==> src/rtl/alu_seq_param.sv <==
// Width-generic sequential ALU: single-cycle ADD/SUB/logic,
// iterative signed MUL (shift-add) and DIV (restoring).
module alu_seq_param #(
  parameter int WIDTH = 16
) (
  input  logic             clk,
  input  logic             reset_n,
  input  logic             start,
  input  logic [2:0]       opcode,
  input  logic [WIDTH-1:0] a,
  input  logic [WIDTH-1:0] b,
  output logic [WIDTH-1:0] result_low,
  output logic [WIDTH-1:0] result_high,
  output logic             done,
  output logic             busy,
  output logic             overflow,
  output logic             div_by_zero,
  output logic             illegal_op
);

  localparam int W  = WIDTH;
  localparam int CW = $clog2(W + 1);

  typedef enum logic [1:0] {
    S_IDLE,
    S_MUL,
    S_DIV
  } state_t;

  state_t state, state_nx;

  logic [2*W-1:0] acc;
  logic [W-1:0]   mb;
  logic [CW-1:0]  cnt;
  logic           res_neg;
  logic           rem_neg;
  logic           ovf_pend;

  logic op_add, op_sub, op_mul, op_div;
  logic op_and, op_or, op_xor, op_ill;
  logic b_zero, last;

  logic [W:0]     sum;
  logic [W-1:0]   diff;
  logic [W-1:0]   abs_a, abs_b;
  logic           add_ovf, sub_ovf, div_ovf;
  logic [W:0]     mul_sum;
  logic [W:0]     rs;
  logic [W-1:0]   rdiff;
  logic           ge;
  logic [2*W-1:0] prod_fix;
  logic [W-1:0]   quo_fix, rem_fix;

  assign op_add = opcode == 3'b000;
  assign op_sub = opcode == 3'b001;
  assign op_mul = opcode == 3'b010;
  assign op_div = opcode == 3'b011;
  assign op_and = opcode == 3'b100;
  assign op_or  = opcode == 3'b101;
  assign op_xor = opcode == 3'b110;
  assign op_ill = opcode == 3'b111;

  assign b_zero = b == '0;
  assign last   = cnt == CW'(W);
  assign busy   = state != S_IDLE;

  assign sum     = {1'b0, a} + {1'b0, b};
  assign diff    = a - b;
  assign abs_a   = a[W-1] ? -a : a;
  assign abs_b   = b[W-1] ? -b : b;
  assign add_ovf = (a[W-1] == b[W-1]) && (sum[W-1] != a[W-1]);
  assign sub_ovf = (a[W-1] != b[W-1]) && (diff[W-1] != a[W-1]);
  assign div_ovf = (a == {1'b1, {(W-1){1'b0}}}) && (b == '1);

  // acc holds {partial product, multiplier} or {remainder, dividend/quotient}
  assign mul_sum = {1'b0, acc[2*W-1:W]} + {1'b0, acc[0] ? mb : '0};
  assign rs      = {acc[2*W-1:W], acc[W-1]};
  assign ge      = rs >= {1'b0, mb};
  assign rdiff   = rs[W-1:0] - mb;

  assign prod_fix = res_neg ? -acc : acc;
  assign quo_fix  = res_neg ? -acc[W-1:0] : acc[W-1:0];
  assign rem_fix  = rem_neg ? -acc[2*W-1:W] : acc[2*W-1:W];

  always_ff @(posedge clk or negedge reset_n) begin
    if (!reset_n) begin
      state <= S_IDLE;
    end else begin
      state <= state_nx;
    end
  end

  always_comb begin
    state_nx = state;
    unique case (state)
      S_IDLE: begin
        if (start) begin
          if (op_mul) begin
            state_nx = S_MUL;
          end else if (op_div && !b_zero) begin
            state_nx = S_DIV;
          end
        end
      end
      S_MUL, S_DIV: begin
        if (last) state_nx = S_IDLE;
      end
      default: state_nx = S_IDLE;
    endcase
  end

  always_ff @(posedge clk or negedge reset_n) begin
    if (!reset_n) begin
      result_low  <= '0;
      result_high <= '0;
      done        <= 1'b0;
      overflow    <= 1'b0;
      div_by_zero <= 1'b0;
      illegal_op  <= 1'b0;
      acc         <= '0;
      mb          <= '0;
      cnt         <= '0;
      res_neg     <= 1'b0;
      rem_neg     <= 1'b0;
      ovf_pend    <= 1'b0;
    end else begin
      done <= 1'b0;
      unique case (state)
        S_IDLE: begin
          if (start) begin
            overflow    <= 1'b0;
            div_by_zero <= 1'b0;
            illegal_op  <= 1'b0;
            cnt         <= '0;
            ovf_pend    <= 1'b0;
            unique case (1'b1)
              op_add: begin
                result_low  <= sum[W-1:0];
                result_high <= {{(W-1){1'b0}}, sum[W]};
                overflow    <= add_ovf;
                done        <= 1'b1;
              end
              op_sub: begin
                result_low  <= diff;
                result_high <= {W{diff[W-1]}};
                overflow    <= sub_ovf;
                done        <= 1'b1;
              end
              op_mul: begin
                acc     <= {{W{1'b0}}, abs_b};
                mb      <= abs_a;
                res_neg <= a[W-1] ^ b[W-1];
              end
              op_div: begin
                if (b_zero) begin
                  result_low  <= '0;
                  result_high <= '0;
                  div_by_zero <= 1'b1;
                  done        <= 1'b1;
                end else begin
                  acc      <= {{W{1'b0}}, abs_a};
                  mb       <= abs_b;
                  res_neg  <= a[W-1] ^ b[W-1];
                  rem_neg  <= a[W-1];
                  ovf_pend <= div_ovf;
                end
              end
              op_and: begin
                result_low  <= a & b;
                result_high <= '0;
                done        <= 1'b1;
              end
              op_or: begin
                result_low  <= a | b;
                result_high <= '0;
                done        <= 1'b1;
              end
              op_xor: begin
                result_low  <= a ^ b;
                result_high <= '0;
                done        <= 1'b1;
              end
              op_ill: begin
                result_low  <= '0;
                result_high <= '0;
                illegal_op  <= 1'b1;
                done        <= 1'b1;
              end
              default: ;
            endcase
          end
        end
        S_MUL: begin
          if (last) begin
            {result_high, result_low} <= prod_fix;
            done <= 1'b1;
            cnt  <= '0;
          end else begin
            acc <= {mul_sum, acc[W-1:1]};
            cnt <= cnt + CW'(1);
          end
        end
        S_DIV: begin
          if (last) begin
            result_low  <= quo_fix;
            result_high <= rem_fix;
            overflow    <= ovf_pend;
            done        <= 1'b1;
            cnt         <= '0;
          end else begin
            acc <= {ge ? rdiff : rs[W-1:0], acc[W-2:0], ge};
            cnt <= cnt + CW'(1);
          end
        end
        default: ;
      endcase
    end
  end

endmodule

==> config.mk <==
export PLATFORM = sky130hd
export DESIGN_NAME = alu_seq_param
export DESIGN_NICKNAME = d
export VERILOG_FILES = /design/src/rtl/alu_seq_param.sv
export SDC_FILE = /design/constraint.sdc
export NUM_CORES = 1
export LEC_CHECK = 0
export ABC_AREA = 1
export CORE_ASPECT_RATIO = 2
export CORE_MARGIN = 2
export CORE_UTILIZATION = 45
export CTS_BUF_LIST = sky130_fd_sc_hd__clkbuf_16
export DETAILED_ROUTE_END_ITERATION = 8
export PLACE_DENSITY = 0.69
export RECOVER_POWER = 100
export SLEW_MARGIN = 20
export SYNTH_ARGS = -nofsm -noshare
export SYNTH_HDL_FRONTEND = slang
export SYNTH_SLANG_ARGS = --single-unit
export TNS_END_PERCENT = 30
==> constraint.sdc <==
create_clock -name clk -period 2.3 [get_ports clk]
set_clock_uncertainty 0.1 [all_clocks]
set_input_delay 0.46 -clock clk [delete_from_list [all_inputs] [get_ports clk]]
set_output_delay 0.46 -clock clk [all_outputs]
set_load 0.01 [all_outputs]
==> results_dict.tcl, run 1 <==
set metrics [dict create \
    core.rowCount 83 \
    report.final.hold_viol_count 0 \
    cts_buffer_depth 2 \
    cp-end-kind "flop" \
    grt_pass1_wl_um 88310 \
    swShare_pct 53.54 \
    first_pass_iters 6 \
    synth_area_leaders "nand2_1, dfrtp_1, ha_1" \
    cts_buffers 9 \
    clock_latency_ns 0.39 \
    drt-total-wl_um 60890 \
    grt_pass1_vias 16150 \
    cts.htree.levels 3 \
    cap_violations 0 \
    sequentialPowerShare_pct 14.5 \
    power_frac_clock_pct 7.5 \
    rr_worst_depth 16 \
    p_switching_uw 11470 \
    area_delta_synth_final_pct 53.29 \
    rsz0062_at_grt "true" \
    ant_nets 0 \
    critical_path.max_fanout 8 \
    syn_area_um2 11750 \
    cts_tree "done" \
    grt_start_max_net_pins 45 \
    globalplace.congestion 1.110 \
    port_buffers 74 \
    fin_crit_sh_pct 105.1 \
    fmax_ghz 0.4136 \
    antenna_found_initial 1 \
    worstSetupStartpointType "input port" \
    yosys_warnings 0 \
    dp_cells 2773 \
    die-area_um2 27500 \
    synth.distinct_cells 50 \
    detail_route.wl_per_cell_um 21.45 \
    timing.rr.end "acc[29]" \
    synth_top_area_share_pct 20.92 \
    critPathCapture "acc[1]" \
    violations "setup timing" \
    critPathLaunch "b[1]" \
    drc 0 \
    yosysMostFrequentCell "nand2_1" \
    clock-sinks 94 \
    synth_area_leader_cell "nand2_1" \
    vias 16150 \
    timing.final.crit_period_ns 2.418 \
    dieWidth_um 118.3 \
    post-place-ws_ns -1.134 \
    holdPathStages 2 \
    p_per_area_nw_per_um2 1189 \
    synth_common_cells "nand2_1, inv_1, nand3_1" \
    finalSetupViolCount 7 \
    initial_utilization_pct 45.81 \
    ys_ff_latch 94 \
    reg2reg_setup_slack_ns -0.01 \
    holdCritPathClass "reg -> reg" \
    drv_slew 0 \
    power_frac_comb_pct 78.0 \
    coreArea_um2 25650 \
    power.leakage_uw 0.009491 \
    grtUsageTotal_pct 42.87 \
    grt_remaining_overflow 0 \
    die_y_um 232.5 \
    viasPerCell 5.688 \
    detailed_place_hpwl_um 47870 \
    slew_headroom_pct 43.57 \
    ys_seq_area_share_pct 20.02 \
    crit_type "in -> reg" \
    status "finished with violations" \
    synthCells 2020 \
    rr_startpoint "mb[7]" \
    cts.reportedPaths.clkPinSlew_ns 0.08 \
    peakVddDrop_mv 0.7706 \
    ioPinCount 75 \
    worst_slew_pin_slew_ns 0.8465 \
    drive_above_1_share_pct 32.31 \
    cp.arrival_ns 2.57 \
    cts-root-buf "clkbuf_16" \
    crit_required_ns 2.45 \
    p_int_uw 9952 \
    fin_ws_ns -0.1177 \
    synth_edf_count 0 \
    synth_area_per_cell_um2 5.817 \
    drtIter0Drc 1172 \
    async_reset_ff_share_pct 100.0 \
    syn_nets 2152 \
    synth_top_flop_cell "dfrtp_1" \
    fin_cells 2839 \
    fin_nets 2625 \
]
[worst min path at each step]
stage / from / end / slack [ns]
2_1_floorplan: reset_n / acc[0] / 0.06
3_3_place_gp: reset_n / acc[25] / 0.31
3_5_place_dp: reset_n / acc[25] / 0.31
4_1_cts: result_low[0] / result_low[0] / 0.39
5_1_grt: result_high[1] / result_high[1] / 0.41
6_report: result_high[1] / result_high[1] / 0.38
[placed cells by master (no fill, tap or decap), types with 13 or more instances in the layout]
cell | netlist | layout
dlygate4sd3_1 | 0 | 37
nor3_1 | 21 | 13
ha_4 | 0 | 40
o22ai_1 | 26 | 26
nand3_4 | 0 | 17
nand2_2 | 5 | 49
nand3_2 | 3 | 24
a21oi_1 | 125 | 95
nor2_1 | 169 | 127
inv_2 | 7 | 55
buf_6 | 2 | 23
nand4_1 | 28 | 28
o21ai_1 | 2 | 19
buf_4 | 3 | 404
a21oi_2 | 0 | 27
o211ai_1 | 13 | 13
dlygate4sd2_1 | 0 | 19
dfrtp_1 | 94 | 89
nand2_1 | 655 | 602
o21ai_0 | 125 | 100
inv_1 | 265 | 210
nor2_2 | 2 | 29
ha_1 | 90 | 39
nor2_4 | 2 | 17
nand3_1 | 210 | 172
or2_2 | 14 | 14
xor2_1 | 27 | 26
[layout make-up]
class / count / area, µm²
Multi-Input combinational cell: 1585 / 9558
Fill cell: 2311 / 7637
Timing Repair Buffer: 526 / 4289
Sequential cell: 94 / 2359
Inverter: 276 / 1067
Tap cell: 340 / 425.4
Clock buffer: 9 / 225.2
Clock inverter: 7 / 80.08
Timing Repair inverter: 1 / 7.507
Antenna cell: 1 / 2.502
[kinds of logic after synthesis]
| kind of cell | Yosys count | synth area share, % |
|---|---|---|
| AO/OA/AOI/OAI | 329 | 15.50 |
| AND/OR/NAND/NOR | 1128 | 40.33 |
| XOR/XNOR | 34 | 2.534 |
| adder cells (fa/ha/maj) | 94 | 10.26 |
| flip-flops | 94 | 20.02 |
| buffers and inverters | 341 | 11.35 |
[power groups by stage]
| stage | Clock (µW) | Combinational, µW | Sequential [µW] |
|---|---|---|---|
| 6_report | 1610 | 16700 | 3100 |
| 2_1_floorplan | 0 | 7670 | 2980 |
| 3_5_place_dp | 0 | 13800 | 3060 |
| 3_3_place_gp | 0 | 13600 | 3030 |
| 5_1_grt | 1670 | 18000 | 3150 |
| 4_1_cts | 1610 | 14900 | 3050 |
[through the flow]
stage	hold slack [ns]	setup TNS (ns)	utilization [%]	power [µW]	cell area, µm²
3_5_place_dp	0.3071	-63.69	61.35	16900	15740
3_3_place_gp	0.3067	-60.54	61.35	16660	15740
2_1_floorplan	0.06441	0	-	10650	11760
6_report	0.3846	-0.1533	70.23	21420	18010
4_1_cts	0.3862	-0.1220	66.39	19530	17030
5_1_grt	0.4068	-3.599	70.23	22830	18010
[sequential cells by signal (all words and copies together) (netlist names), 2 cells and up]
signal and cells:
mb 16, state 2, result_high 16, cnt 5, acc 32, result_low 16
[metal layers]
metal	share of wire (%)	global-route usage, %	wire [µm]
met1	30	35.58	18290
met2	50	78.94	30650
met3	4.9	6.593	3001
met4	15	50.26	8948
met5	0	0	0
[worst max-delay path: stages]
cell	delay, ns
dlygate4sd2_1	0.25
inv_2	0.11
ha_4	0.16
nand3_4	0.09
nor2_4	0.10
nand2_2	0.08
nor2_4	0.12
nand2_2	0.10
nand2_2	0.10
nand3_2	0.09
nand2_2	0.12
buf_4	0.16
clkinvlp_4	0.16
clkbuf_2	0.17
o21ai_0	0.31
[what timing repair did]
item | 4_1_cts | 5_1_grt
endpoints found under the hold margin | 22 | 0
pin swaps | 38 | 52
setup endpoints to repair | 84 | 82
gates resized for setup | 253 | 229
gates cloned | 1 | 2
buffers inserted | 19 | 27
hold buffers | 1 | 0
Note: power is estimated with default switching activity, not from simulation.
==> run 2, diff against run 1 <==
--- a/config.mk
+++ b/config.mk
@@ -7,7 +7,7 @@
 export LEC_CHECK = 0
 export ABC_AREA = 1
 export CORE_ASPECT_RATIO = 2
-export CORE_MARGIN = 2
+export CORE_MARGIN = 1
 export CORE_UTILIZATION = 45
 export CTS_BUF_LIST = sky130_fd_sc_hd__clkbuf_16
 export DETAILED_ROUTE_END_ITERATION = 8
==> run 2 against run 1 <==
  * The flow still finishes with violations (setup timing)
  * Sequential share of layout area rose by 0.11 points
  * Fmax fell by 2.0%
  * Cell count fell by 0.99%
  * Routed wire length fell by 4.6%
  * Total power fell by 0.33%
  * Critical endpoint is now acc[22]
  * Largest power group unchanged
==> results_dict.tcl, run 2 (same netlist as run 1, synthesis figures left out) <==
set metrics [dict create \
    status "finished with violations" \
    violations "setup timing" \
    layout_common_cells "nand2_1, buf_4, inv_1, nand3_1, nor2_1" \
    power.leakage_uw 0.009494 \
    fin_area_um2 17900 \
    rsz0062_at_grt "true" \
    cp-end-kind "flop" \
    largest_reg_flops 32 \
    clock-sinks 94 \
    critPathBufInv 1 \
    cts_buffer_depth 2 \
    holdWs_ns 0.3846 \
    coreArea_um2 25650 \
    fin_ws_ns -0.1669 \
    fin_nets 2597 \
    final_common_cell "nand2_1" \
    antenna_found_initial 1 \
    cts-root-buf "clkbuf_16" \
    grt_start_max_net_pins 42 \
    cp_slowest_stage_delay_ns 0.52 \
    cp_cell_sequence "ha_4 > nand2_1 > nor2_1 > nand3_2 > nand2_4 > nand2_8 > nand2_8 > buf_6 > nand2_2 > nand3_2 > nand2_1 > nand2_1 > nand2_1" \
    cts.reportedPaths.clkPinSlew_ns 0.08 \
    power_uw 21350 \
    die_y_um 230.5 \
    post-place-ws_ns -0.8384 \
    cp.arrival_ns 2.63 \
    placed_cell_area_um2 15480 \
    drc 0 \
    report.final.hold_viol_count 0 \
    finalSetupViolCount 16 \
    fin_crit_sh_pct 107.3 \
    globalplace.congestion 1.030 \
    drtIter0Drc 1219 \
    initial_utilization_pct 45.81 \
    wl_met2_um 28710 \
    core.rowCount 83 \
    detailed_place_hpwl_um 44510 \
    crit_required_ns 2.46 \
    drt-total-wl_um 58070 \
    crit_type "reg -> reg" \
    port_buffers 74 \
    grt_remaining_overflow 0 \
    cts.htree.levels 3 \
    cts_buffers 9 \
    grt_pass1_vias 15750 \
    top_register "acc" \
    p_per_area_nw_per_um2 1193 \
    grtUsageTotal_pct 42.64 \
    drt-met1-wl_um 17800 \
    final_util_pct 69.77 \
    die-area_um2 26800 \
    cts_tree "done" \
    worstSetupStartpointType "flop" \
    cap_violations 0 \
    clock_latency_ns 0.38 \
    holdCritPathClass "reg -> reg" \
    routed-wl-met3_um 3265 \
    timing.final.crit_period_ns 2.467 \
    ioPinCount 75 \
    detail_route.wl_per_cell_um 20.66 \
    fmax_ghz 0.4054 \
    critical_path.max_fanout 6 \
    cp_top_family "simple AND/OR/NAND/NOR gates" \
    peakVddDrop_mv 0.6648 \
    area_delta_synth_final_pct 52.30 \
    cpMostUsedCell "nand2_1" \
    worst_slew_pin_slew_ns 1.072 \
    first_pass_iters 7 \
    cp_slowest_cell "dfrtp_2" \
    viasPerCell 5.688 \
    dieWidth_um 116.3 \
    grt_pass1_wl_um 83810 \
    drv_slew 0 \
    slew_headroom_pct 28.51 \
    vias 15990 \
    ant_nets 0 \
    drive_above_1_share_pct 32.02 \
    highest_layer "met4" \
]
## run 2: cell count changes in the layout (fill, tap and decap cells not counted), moves of 6 or more
| cell | change |
|---|---|
| buf_4 | -31 |
| nand3_2 | +12 |
| nand3_4 | -10 |
| nand2_1 | -9 |
| ha_2 | -6 |
| nand2_4 | +6 |
## run 2: through the flow
step | std cells | TNS [ns]
final | 2811 | -1.165
after detailed placement | 2737 | -53.30
after floorplan | 2020 | 0
after global placement | 2737 | -49.58
after global routing | 2810 | -6.986
after CTS | 2774 | -0.1562
## run 2: area by class of cell
cell class                 instances  area, µm²
multi-input combinational       1586       9598
fill                            2280       7754
timing repair buffer             495       4118
sequential                        94       2364
inverter                         276       1061
tap                              340      425.4
clock buffer                       9      225.2
clock inverter                     7      81.33
timing repair inverter             3      22.52
antenna                            1      2.502
## run 2: worst paths after layout
kind | from | end | slack, ns | cells past startpoint
setup reg to reg | acc[27] | acc[22] | -0.17 | 13
hold / removal | result_low[3] | result_low[3] | 0.38 | 2
hold reg to reg | result_low[3] | result_low[3] | 0.38 | 2
min in group asynchronous | reset_n | result_high[13] | 0.72 | 2
max in group asynchronous | reset_n | acc[19] | 0.20 | 3
setup / recovery | acc[27] | acc[22] | -0.17 | 13
## run 2: metal layers
metal | global-route usage (%) | vias up
met1 | 36.68 | 7380
met2 | 73.74 | 738
li1 | - | 7448
met4 | 51.84 | 0
met3 | 7.666 | 422
met5 | 0 | -
## run 2: power breakdown
part / switching (µW) / internal, µW / leakage, µW
logic: 9810 / 6780 / 0.00817
registers: 728 / 2390 / 0.00118
clock network: 781 / 862 / 0.000151
total: 11300 / 10000 / 0.00949
## run 2: worst min-delay path, delay by kind of cell (launching register included)
| kind | cells | cell delay, ns |
|---|---|---|
| flip-flops | 1 | 0.35 |
| AND/OR/NAND/NOR | 2 | 0.10 |
## run 2: repair_timing
item / in CTS / in global routing
setup endpoints to repair: 83 / 73
setup buffers: 17 / 33
resized for setup: 220 / 275
hold endpoints to repair: 39 / 0
pin swaps: 37 / 67
cloned: 3 / 4
hold buffers: 1 / 0
==> run 3, diff against run 2 <==
--- a/config.mk
+++ b/config.mk
@@ -17,4 +17,3 @@
 export SYNTH_ARGS = -nofsm -noshare
 export SYNTH_HDL_FRONTEND = slang
 export SYNTH_SLANG_ARGS = --single-unit
-export TNS_END_PERCENT = 30
==> run 3 against run 2 <==
  * Final area increased by 0.20%
  * Via count about the same
  * Sequential share of layout area about the same
  * Combinational power about the same
  * Largest cell class unchanged
  * The flow still finishes with violations (setup timing)
  * Setup slack improved by 0.029 ns
  * Clock power about the same
  * Critical path depth unchanged
==> results_dict.tcl, run 3 (same netlist as run 1, synthesis figures left out) <==
set metrics [dict create \
    report.final.hold_viol_count 0 \
    ant_nets 0 \
    post-place-ws_ns -0.8384 \
    placed_cell_area_um2 15480 \
    slew_headroom_pct 28.60 \
    finalSetupViolCount 15 \
    first_pass_iters 8 \
    largest_reg_flops 32 \
    cp.arrival_ns 2.60 \
    die-area_um2 26800 \
    detail_route.wl_per_cell_um 20.63 \
    layout_common_cells "nand2_1, buf_4, inv_1, nand3_1, nor2_1" \
    grtUsageTotal_pct 43.54 \
    cts-root-buf "clkbuf_16" \
    port_buffers 74 \
    drive_above_1_share_pct 32.40 \
    status "finished with violations" \
    coreArea_um2 25650 \
    ioPinCount 75 \
    worstSetupStartpointType "flop" \
    p_per_area_nw_per_um2 1191 \
    fin_area_um2 17930 \
    clock-sinks 94 \
    drtIter0Drc 1108 \
    cp-end-kind "flop" \
    rr_startpoint "acc[26]" \
    cts_buffer_depth 2 \
    cts_buffers 9 \
    critical_path.max_fanout 7 \
    vias 15970 \
    final_common_cell "nand2_1" \
    area.sequential_um2 2364 \
    core.rowCount 83 \
    drt-total-wl_um 58090 \
    reg2reg_setup_slack_ns -0.14 \
    grt_pass1_vias 15780 \
    crit_required_ns 2.46 \
    rsz0062_at_grt "true" \
    grt_remaining_overflow 0 \
    clock_latency_ns 0.38 \
    timing.rr.end "acc[22]" \
    dieWidth_um 116.3 \
    drc 0 \
    cap_violations 0 \
    viasPerCell 5.673 \
    detailed_place_hpwl_um 44510 \
    grt_start_max_net_pins 42 \
    die_y_um 230.5 \
    worst_slew_pin_slew_ns 1.071 \
    drv_slew 0 \
    critPathLaunch "acc[26]" \
    power.leakage_uw 0.009479 \
    num-fill-cells 2282 \
    cts_tree "done" \
    timing.final.crit_period_ns 2.438 \
    fin_crit_sh_pct 106.0 \
    cts.htree.levels 3 \
    peakVddDrop_mv 0.6780 \
    holdCritPathClass "reg -> reg" \
    globalplace.congestion 1.030 \
    fin_nets 2599 \
    rr_worst_depth 13 \
    crit_type "reg -> reg" \
    cts.reportedPaths.clkPinSlew_ns 0.08 \
    grt_pass1_wl_um 85300 \
    violations "setup timing" \
    critPathCapture "acc[22]" \
    top_register "acc" \
    fmax_ghz 0.4102 \
    initial_utilization_pct 45.81 \
    area_delta_synth_final_pct 52.60 \
    fin_ws_ns -0.1377 \
    multiInputGateArea_um2 9622 \
    antenna_found_initial 4 \
]
run 3: cell count changes in the layout (fill, tap and decap cells not counted), sizes merged:
cell and delta:
dlygate4sd2 +2, diode +3, buf +2, clkdlybuf4s15 -2
run 3: area by class of cell:
class / count / area share, %
Antenna cell: 4 / 0.05582
Clock buffer: 9 / 1.256
Clock inverter: 7 / 0.4535
Inverter: 276 / 5.917
Multi-Input combinational cell: 1586 / 53.66
Sequential cell: 94 / 13.18
Tap cell: 340 / 2.372
Timing Repair Buffer: 497 / 22.98
Timing Repair inverter: 3 / 0.1256
run 3: metal layers:
| metal | global-route usage, % | vias up | wire (µm) |
|---|---|---|---|
| li1 | - | 7450 | - |
| met1 | 37.68 | 7329 | 17830 |
| met2 | 74.20 | 777 | 28760 |
| met3 | 9.425 | 418 | 3316 |
| met4 | 52.36 | 0 | 8182 |
| met5 | 0 | - | 0 |
run 3: critical path, cell delays in order (launching register included):
cell and delay [ns]:
dfrtp_2 0.53, ha_4 0.33, nand2_1 0.13, nor2_4 0.20, nand3_4 0.11, nand2_4 0.12, nand2_8 0.12, nand2_8 0.15
buf_6 0.17, nand2_2 0.09, nand3_2 0.09, nand2_2 0.05, nand2_1 0.07, nand2_1 0.04
run 3: through the flow:
stage	utilization [%]	total power (µW)	instances	hold WS (ns)	setup TNS, ns
3_5_place_dp	60.35	16520	2737	0.3730	-53.30
5_1_grt	69.88	22900	2813	0.4065	-4.148
3_3_place_gp	60.35	16290	2737	0.3660	-49.58
4_1_cts	65.46	19170	2778	0.3908	-0.07105
2_1_floorplan	-	10650	2020	0.06441	0
6_report	69.91	21360	2816	0.3843	-0.6388
run 3: worst min path at each step:
stage | start | end | slack (ns) | cells after the start
2_1_floorplan | reset_n | acc[0] | 0.06 | 0
3_3_place_gp | result_low[3] | result_low[3] | 0.37 | 2
3_5_place_dp | result_low[3] | result_low[3] | 0.37 | 2
4_1_cts | result_low[3] | result_low[3] | 0.39 | 2
5_1_grt | result_high[2] | result_high[2] | 0.41 | 2
6_report | result_low[3] | result_low[3] | 0.38 | 2
run 3: where the power goes:
| part | internal (µW) | total [µW] | switching (µW) |
|---|---|---|---|
| clock | 861 | 1630 | 768 |
| sequential | 2390 | 3120 | 727 |
| combinational | 6720 | 16600 | 9890 |
run 3: timing repair:
action                                  in CTS  in global routing
gates cloned                                 4                  3
endpoints found under the hold margin       39                  0
pin swaps                                   40                 74
endpoints found under the setup margin      83                 73
buffers inserted                            20                 32
gates resized for setup                    238                264
hold buffers                                 1                  0
